File: config.mk
export PLATFORM = sky130hd
export DESIGN_NAME = sp_lane_pipe
export DESIGN_NICKNAME = d
export VERILOG_FILES = /design/src/rtl/sp_lane_pipe.sv
export SDC_FILE = /design/constraint.sdc
export NUM_CORES = 2
export LEC_CHECK = 0
export BUFFER_PORTS_ARGS = -buffer_cell sky130_fd_sc_hd__buf_2
export CAP_MARGIN = 25
export CELL_PAD_IN_SITES_DETAIL_PLACEMENT = 1
export CELL_PAD_IN_SITES_GLOBAL_PLACEMENT = 2
export CORE_ASPECT_RATIO = 1.75
export CORE_MARGIN = 2
export CORE_UTILIZATION = 38
export CTS_CLUSTER_SIZE = 14
export DETAILED_ROUTE_END_ITERATION = 10
export GPL_ROUTABILITY_DRIVEN = 0
export PLACE_DENSITY = 0.87
export RECOVER_POWER = 50
export SETUP_SLACK_MARGIN = 0.02
export SLEW_MARGIN = 25
export SYNTH_ARGS = -nofsm -noshare
export SYNTH_HDL_FRONTEND = slang
export SYNTH_SLANG_ARGS = --single-unit
File: constraint.sdc
create_clock -name clk -period 3.9 [get_ports clk]
set_clock_uncertainty 0.1 [all_clocks]
set_input_delay 0.585 -clock clk [delete_from_list [all_inputs] [get_ports clk]]
set_output_delay 0.585 -clock clk [all_outputs]
set_load 0.005 [all_outputs]
File: src/rtl/sp_lane_pipe.sv
// Per-thread SP lane pipeline: ID/EX -> EX (external exec handshake) -> MEM -> WB.
// Define SP_LANE_FWD_EN to bypass EX/MEM and MEM/WB results into the ID operand reads.
module sp_lane_pipe #(
    parameter int DW = 16,
    parameter int NREG = 16,
    parameter int NEXTW = 3,
    parameter logic [DW-1:0] TID = '0,
    localparam int AW = $clog2(NREG),
    localparam int NE = (NEXTW > 0) ? NEXTW : 1
) (
    input  logic              clk,
    input  logic              rst_n,
    input  logic              stall,
    input  logic              flush_id,
    input  logic              id_valid,
    input  logic              id_active,
    input  logic              id_rf_we,
    input  logic              id_pred_we,
    input  logic              id_use_imm,
    input  logic              id_sel_tid,
    input  logic [AW-1:0]     id_rs0,
    input  logic [AW-1:0]     id_rs1,
    input  logic [AW-1:0]     id_rs2,
    input  logic [AW-1:0]     id_rd,
    input  logic [1:0]        id_pred_rd_sel,
    input  logic [1:0]        id_pred_wr_sel,
    input  logic [7:0]        id_op,
    input  logic [1:0]        id_wb_src,
    input  logic [DW-1:0]     id_imm,
    output logic              ex_req_valid,
    output logic [7:0]        ex_req_op,
    output logic [DW-1:0]     ex_req_a,
    output logic [DW-1:0]     ex_req_b,
    output logic [DW-1:0]     ex_req_c,
    output logic              ex_req_pred,
    input  logic              ex_rsp_valid,
    input  logic [DW-1:0]     ex_rsp_data,
    input  logic              ex_rsp_cmp,
    output logic              ex_busy,
    output logic [DW-1:0]     mem_addr,
    output logic [DW-1:0]     mem_wdata,
    output logic              mem_is_load,
    output logic              mem_is_store,
    input  logic [DW-1:0]     mem_rdata,
    input  logic [NE-1:0]     ext_we,
    input  logic [NE*AW-1:0]  ext_addr,
    input  logic [NE*DW-1:0]  ext_data,
    output logic              wb_valid,
    output logic              wb_rf_we,
    output logic              wb_active,
    output logic [AW-1:0]     wb_rd,
    output logic [31:0]       retired
);
    // Handshake: ex_req_valid is a single-cycle pulse in IDLE; ex_rsp_valid is
    // honoured only in WAIT and always arrives at least one cycle after the request.
    typedef enum logic {S_IDLE, S_WAIT} ex_state_t;
    ex_state_t state;

    logic [DW-1:0] gpr [NREG];
    logic [3:0]    pred;

    logic          ie_valid, ie_active, ie_rf_we, ie_pred_we, ie_pred;
    logic [1:0]    ie_wb_src, ie_pwsel;
    logic [AW-1:0] ie_rd;
    logic [7:0]    ie_op;
    logic [DW-1:0] ie_a, ie_b, ie_c;

    logic          em_valid, em_active, em_rf_we, em_pred_we, em_cmp;
    logic [1:0]    em_wb_src, em_pwsel;
    logic [AW-1:0] em_rd;
    logic [DW-1:0] em_res, em_sd;

    logic          mw_valid, mw_active, mw_rf_we, mw_pred_we, mw_cmp;
    logic [1:0]    mw_wb_src, mw_pwsel;
    logic [AW-1:0] mw_rd;
    logic [DW-1:0] mw_res;

    logic [DW-1:0] wb_data, src0, src1, src2;
    logic          w0_we, pw_we;

    assign wb_data = (mw_wb_src == 2'd1) ? mem_rdata : mw_res;
    assign w0_we   = mw_valid & mw_rf_we & mw_active & ~stall;
    assign pw_we   = mw_valid & mw_pred_we & mw_active & ~stall;

`ifdef SP_LANE_FWD_EN
    // Loads are excluded from the EX/MEM bypass: their data only exists in WB.
    logic em_fwd, mw_fwd;
    assign em_fwd = em_valid & em_rf_we & em_active & (em_wb_src == 2'd0);
    assign mw_fwd = mw_valid & mw_rf_we & mw_active;
    assign src0 = (em_fwd && em_rd == id_rs0) ? em_res : (mw_fwd && mw_rd == id_rs0) ? wb_data : gpr[id_rs0];
    assign src1 = (em_fwd && em_rd == id_rs1) ? em_res : (mw_fwd && mw_rd == id_rs1) ? wb_data : gpr[id_rs1];
    assign src2 = (em_fwd && em_rd == id_rs2) ? em_res : (mw_fwd && mw_rd == id_rs2) ? wb_data : gpr[id_rs2];
`else
    assign src0 = gpr[id_rs0];
    assign src1 = gpr[id_rs1];
    assign src2 = gpr[id_rs2];
`endif

    assign ex_req_valid = (state == S_IDLE) & ie_valid;
    assign ex_busy      = ex_req_valid | (state == S_WAIT);
    assign ex_req_op    = ie_op;
    assign ex_req_a     = ie_a;
    assign ex_req_b     = ie_b;
    assign ex_req_c     = ie_c;
    assign ex_req_pred  = ie_pred;

    assign mem_addr     = em_res;
    assign mem_wdata    = em_sd;
    assign mem_is_load  = em_valid & (em_wb_src == 2'd1);
    assign mem_is_store = em_valid & (em_wb_src == 2'd2);

    assign wb_valid  = mw_valid;
    assign wb_rf_we  = mw_valid & mw_rf_we;
    assign wb_active = mw_active;
    assign wb_rd     = mw_rd;

    // Register files: later assignments win, so ascending external ports override W0.
    always_ff @(posedge clk) begin
        if (!rst_n) begin
            for (int i = 0; i < NREG; i++) gpr[i] <= '0;
            pred <= '0;
        end else begin
            if (w0_we) gpr[mw_rd] <= wb_data;
            for (int i = 0; i < NEXTW; i++)
                if (ext_we[i]) gpr[ext_addr[i*AW +: AW]] <= ext_data[i*DW +: DW];
            if (pw_we) pred[mw_pwsel] <= mw_cmp;
        end
    end

    // ID/EX: valid drops once the request is issued so a held slot never re-issues.
    always_ff @(posedge clk) begin
        if (!rst_n) begin
            ie_valid <= 1'b0; ie_active <= 1'b0; ie_rf_we <= 1'b0; ie_pred_we <= 1'b0;
            ie_pred <= 1'b0; ie_wb_src <= '0; ie_pwsel <= '0; ie_rd <= '0; ie_op <= '0;
            ie_a <= '0; ie_b <= '0; ie_c <= '0;
        end else if (!stall) begin
            ie_valid   <= id_valid & ~flush_id;
            ie_rf_we   <= id_rf_we & ~flush_id;
            ie_pred_we <= id_pred_we & ~flush_id;
            ie_active  <= id_active;
            ie_pred    <= pred[id_pred_rd_sel];
            ie_wb_src  <= id_wb_src;
            ie_pwsel   <= id_pred_wr_sel;
            ie_rd      <= id_rd;
            ie_op      <= id_op;
            ie_a       <= id_sel_tid ? TID : src0;
            ie_b       <= id_use_imm ? id_imm : src1;
            ie_c       <= src2;
        end else if (ex_req_valid) begin
            ie_valid <= 1'b0;
        end
    end

    always_ff @(posedge clk) begin
        if (!rst_n) begin
            state <= S_IDLE;
        end else begin
            case (state)
                S_IDLE:  if (ie_valid) state <= S_WAIT;
                S_WAIT:  if (ex_rsp_valid) state <= S_IDLE;
                default: state <= S_IDLE;
            endcase
        end
    end

    // EX/MEM takes a response even under stall; it then holds until the stall lifts.
    always_ff @(posedge clk) begin
        if (!rst_n) begin
            em_valid <= 1'b0; em_active <= 1'b0; em_rf_we <= 1'b0; em_pred_we <= 1'b0;
            em_cmp <= 1'b0; em_wb_src <= '0; em_pwsel <= '0; em_rd <= '0;
            em_res <= '0; em_sd <= '0;
        end else if (state == S_WAIT && ex_rsp_valid) begin
            em_valid   <= 1'b1;
            em_active  <= ie_active;
            em_rf_we   <= ie_rf_we;
            em_pred_we <= ie_pred_we;
            em_cmp     <= ex_rsp_cmp;
            em_wb_src  <= ie_wb_src;
            em_pwsel   <= ie_pwsel;
            em_rd      <= ie_rd;
            em_res     <= ex_rsp_data;
            em_sd      <= ie_c;
        end else if (!stall) begin
            em_valid   <= 1'b0;
            em_rf_we   <= 1'b0;
            em_pred_we <= 1'b0;
        end
    end

    always_ff @(posedge clk) begin
        if (!rst_n) begin
            mw_valid <= 1'b0; mw_active <= 1'b0; mw_rf_we <= 1'b0; mw_pred_we <= 1'b0;
            mw_cmp <= 1'b0; mw_wb_src <= '0; mw_pwsel <= '0; mw_rd <= '0; mw_res <= '0;
            retired <= '0;
        end else if (!stall) begin
            mw_valid   <= em_valid;
            mw_active  <= em_active;
            mw_rf_we   <= em_rf_we;
            mw_pred_we <= em_pred_we;
            mw_cmp     <= em_cmp;
            mw_wb_src  <= em_wb_src;
            mw_pwsel   <= em_pwsel;
            mw_rd      <= em_rd;
            mw_res     <= em_res;
            if (mw_valid && mw_active) retired <= retired + 32'd1;
        end
    end
endmodule
======== Word level (Yosys, flattened, before mapping) ========
Memories as Yosys holds them, arrays and structs flattened. A register that Yosys moved wholly into a read port is not among the register bits.
Cells that the tools add are included.
word-level totals
  bits in registers ....................... 164
  bits in writable memories ............... 256
  input bits .............................. 153
  output and inout port bits .............. 132
  word-level logic and storage cells ...... 111
  memories kept ........................... 1
operators by class
  $add $sub $neg .......................... 1
  order comparisons ....................... 3
  equal/unequal tests ..................... 5
  muxes and demuxes ....................... 42
  bitwise operators ....................... 16
  reductions and logical operators ........ 10
memory list
  memory  depth  width  rd ports  clocked after memory_dff  wr ports  line  source
  gpr     16     16     3         1                         16        59    logic [DW-1:0] gpr [NREG];
operators by type and width
  operator                                                                              count
  16-bit two-way mux                                                                    7
  16-bit OR reduction                                                                   4
  32-bit by 1-bit adder with 32-bit output (second input constant)                      1
  1-bit two-way mux                                                                     27
  4-bit two-way mux                                                                     4
  1-bit AND                                                                             12
  2-bit by 3-bit less-than comparator with 1-bit output (second input constant)         2
  4-bit bitwise mux                                                                     1
  2-bit by 1-bit == test with 1-bit output (second input constant)                      2
  2-bit by 1-bit inequality test with 1-bit output (second input constant)              2
  1-bit logical AND                                                                     3
  1-bit inverter                                                                        3
  1-bit binary-select mux with 2-bit select                                             1
  1-bit demux with 2-bit select                                                         1
  2-bit == test (second input constant)                                                 1
  2-bit by 1-bit greater-or-equal comparator with 1-bit output (second input constant)  1
  1-bit logical NOT                                                                     2
  1-bit case mux with 2 select lines                                                    1
  2-bit AND reduction                                                                   1
  1-bit OR                                                                              1

======== Depth between registers and ports, before layout ========
  word-level depth ........................ 8
  gate-level depth with buffers ........... 8
  mapped depth without buffers ............ 5

======== Least setup slack after synthesis ========
OpenSTA, ideal clock, no wires.
  kind .................................... input-to-reg
  start point ............................. in ext_addr[10]
  end point ............................... mem gpr[10][0], enable pin
  library setup time ...................... 451 ps
  data arrival time ....................... 2373 ps
  required time ........................... 3349 ps
  setup slack ............................. 975 ps
  cell stages on the path ................. 6
  buffers on the path ..................... 3
  path through ............................ clkbuf_1 -> and4b_1 -> clkbuf_1 -> a22oi_1 -> buf_2 -> nand4_1
RTL lines
  item             line  source
  start, declared  46    input logic [NE*AW-1:0] ext_addr,
  end, declared    59

==> flow_metrics.env <==
export IMPL_ant_nets=0
export IMPL_ys_flop_type="edfxtp_1"
export IMPL_syn_nets=3250
export IMPL_power_switching_mw=3.57
export IMPL_synth_edf_count=256
export IMPL_crit_end="gpr[12][8]$_DFFE_PP_"
export IMPL_area_growth_synth_to_final_pct=12.0
export IMPL_grt_setup_unrepaired="false"
export IMPL_slew_headroom=-0.208
export IMPL_die_area_mm2=0.0780
export IMPL_synth_avg_cell_area_um2=9.29
export IMPL_clock_fmax_mhz=287
export IMPL_cp_slowest_stage_delay_ps=1170
export IMPL_design_area_mm2=0.0322
export IMPL_hpwl_um=112000
export IMPL_r2r_end="gpr[12][8]$_DFFE_PP_"
export IMPL_grt_overflow=0
export IMPL_multi_input_area_mm2=0.0159
export IMPL_vias_per_cell=7.32
export IMPL_die_y_um=368
export IMPL_slew_violations=116
export IMPL_final_nets=3296
export IMPL_p_comb_frac=0.152
export IMPL_post_route_min_period_ps=3480
export IMPL_critPathKind="flip-flop to flip-flop"
export IMPL_required_ps=4150
export IMPL_drive_gt1_frac=0.168
export IMPL_hold_viol=0
export IMPL_grt_pass1_vias=31700
export IMPL_post_drt_wl_per_cell_um=36.8
export IMPL_place_ws_ps=650
export IMPL_cts_htree_levels=2
export IMPL_ys_seq_area_frac=0.393
export IMPL_drc=0
export IMPL_fin_tns_setup_ps=0
export IMPL_seq_area_mm2=0.0113
export IMPL_cts_resized=0
export IMPL_cp_slowest_cell="nor2b_1"
export IMPL_p_leak_nw=11.0
export IMPL_r2r_cells=5
export IMPL_hp_class="primary input to flip-flop"
export IMPL_cts_tree="yes"
export IMPL_ir_drop_mv=0.317
export IMPL_synthCells=3096
export IMPL_tightestPinTransition_ps=1810
export IMPL_antenna_found_initial=8
export IMPL_initial_utilization=0.383
export IMPL_finalSetupViolCount=0
export IMPL_synthArstFlopShare=0
export IMPL_drv_cap=5
export IMPL_hp_start="id_valid"
export IMPL_holdBufCountCts=0
export IMPL_internal_power_mw=8.27
export IMPL_end_kind="flip-flop"
export IMPL_crit_arrival_ps=3730
export IMPL_cts_max_path_buffers=3
export IMPL_fp_row_count=133
export IMPL_r2r_setup_slack_ps=420
export IMPL_dr_pass1_iters=6
export IMPL_period_share=0.894
export IMPL_violations="max-capacitance violations, max-slew violations"
export IMPL_io_buffers=284
export IMPL_die_width_um=212
export IMPL_cts_reportedPaths_clkPinSlew_ps=70
export IMPL_power_frac_seq=0.465
export IMPL_grt_max_degree=131
export IMPL_crit_path_max_fanout=20
export IMPL_syn_area_mm2=0.0287
export IMPL_cts_root_buffer="clkbuf_16"
export IMPL_num_vias=30700
export IMPL_regToRegStartpoint="mw_wb_src[0]$_SDFFE_PN0N_"
export IMPL_cts_sinks=436
export IMPL_num_io_pins=285
export IMPL_cp_cell_sequence="nor2b_1 > buf_4 > mux2i_1 > o311a_1 > nor2_1"
export IMPL_power_density_mw_per_mm2=368
export IMPL_sw_frac_of_total=0.302
export IMPL_grt_usage=0.387
export IMPL_placed_area_mm2=0.0309
export IMPL_whs_ps=95.9
export IMPL_ys_ff_latch=436
export IMPL_status="finished, violations left"
export IMPL_crit_path_start_kind="flip-flop"
export IMPL_grt_pass1_wl_um=220000
export IMPL_ys_types=67
export IMPL_post_cts_buffers=0
export IMPL_fillers=8522
export IMPL_yosysWarnings=0
export IMPL_timing_final_ws_setup_ps=415
export IMPL_clk_latency_ps=610
export IMPL_cts_buffers=44
export IMPL_crit_path_start="mw_wb_src[0]$_SDFFE_PN0N_"
export IMPL_core_area_mm2=0.0751
export IMPL_routed_wl_um=154000
export IMPL_drtIter0Drc=4107
export IMPL_clkPwrFrac=0.384
## worst min-delay path by stage
stage / endpoint / slack (ps) / cells past startpoint
floorplan: em_active$_SDFFE_PN0P_ / 330 / 2
global placement: mem_wdata[9]$_SDFFE_PN0P_ / 340 / 2
detailed placement: mem_wdata[14]$_SDFFE_PN0P_ / 340 / 2
CTS: ex_req_op[3]$_SDFFE_PN0N_ / 90 / 3
global route: ex_req_op[3]$_SDFFE_PN0N_ / 110 / 3
finish: ie_valid$_SDFFE_PN0P_ / 100 / 3
## through the flow
stage	util	total power [mW]	std cells
after floorplan	-	6.45	3096
after global placement	0.412	7.19	4108
after detailed placement	0.412	7.27	4108
after CTS	0.431	11.7	4188
after global routing	0.429	12.0	4188
final	0.429	11.8	4191
## worst max-delay path, delay by kind of cell (launching register included)
| family | cells | cell delay [ps] |
|---|---|---|
| simple gates | 2 | 1260 |
| buf+inv | 1 | 550 |
| mux | 1 | 530 |
| compound gates | 1 | 420 |
| flops | 1 | 340 |
## power by group through the flow
stage	Clock (mW)	Sequential, mW	Combinational (mW)
floorplan	0	5.39	1.06
global route	4.69	5.51	1.84
detailed placement	0	5.57	1.70
CTS	4.54	5.47	1.71
global placement	0	5.54	1.65
finish	4.55	5.50	1.79
## cell type report
cell class	instances	share of cell area
Antenna cell	3	0.000233
Clock buffer	57	0.0386
Clock inverter	23	0.00699
Inverter	4	0.000505
Multi-Input combinational cell	2252	0.493
Sequential cell	436	0.351
Tap cell	1012	0.0393
Timing Repair Buffer	404	0.0703
## layer usage
layer | track usage | up-vias | routed length (um) | share of wire
met4 | 0.354 | 10 | 17400 | 0.11
met3 | 0.118 | 1063 | 18200 | 0.12
met2 | 0.619 | 2651 | 69400 | 0.45
met1 | 0.406 | 14800 | 49100 | 0.32
li1 | - | 12200 | - | -
met5 | 0 | - | 71 | 0.00046
## cell usage after synthesis, drive strengths merged (31+ instances only)
cell type,number,area share
a21oi,400,0.070
nand2,297,0.039
clkbuf,279,0.037
o22ai,265,0.059
edfxtp,256,0.27
mux2i,254,0.088
nand3,206,0.036
dfxtp,180,0.13
buf,125,0.020
nor2,123,0.016
mux4,101,0.079
a31oi,100,0.022
nand4,98,0.022
a22oi,73,0.019
o211ai,44,0.014
o311a,44,0.015
o221ai,31,0.0094
## flip-flops by register name (all words and copies together), names as in the netlist, 2 cells and up
register and cells:
gpr 256, em_rd 4, mw_wb_src 2, wb_rd 4, mw_res 16, retired 32
ex_req_b 16, ie_pwsel 2, ie_rd 4, em_wb_src 2, ex_req_op 8, pred 4
mw_pwsel 2, em_pwsel 2, ie_wb_src 2, ex_req_c 16, ex_req_a 16, mem_addr 16
mem_wdata 16
## cell usage in the layout, fill, tap and decap left out, types with 9 or more instances in the layout
cell       instances
a21oi_1          400
nand2_1          295
o22ai_1          261
edfxtp_1         256
mux2i_1          251
nand3_1          206
buf_2            185
dfxtp_1          180
nor2_1           120
buf_4            109
clkbuf_1         106
mux4_2           101
a31oi_1          100
nand4_1           96
a22oi_1           72
clkbuf_16         46
o311a_1           44
o211ai_1          32
o221ai_1          31
nor2b_1           21
and2_1            21
or4_1             19
o31ai_1           14
o211ai_2          12
a211o_1           12
and4_1             9
## logic make-up after synthesis
| family | after synthesis | share of synthesized area |
|---|---|---|
| AOI/OAI and AO/OA | 1000 | 0.221 |
| xor gates and xnor gates | 11 | 0.00335 |
| adders and majority gates | 1 | 0.000435 |
| buffers and inverters | 408 | 0.0568 |
| DFF | 436 | 0.393 |
| muxes | 371 | 0.174 |
| and+or+nand+nor | 869 | 0.151 |
No activity file was read; power rests on OpenSTA's default activity.
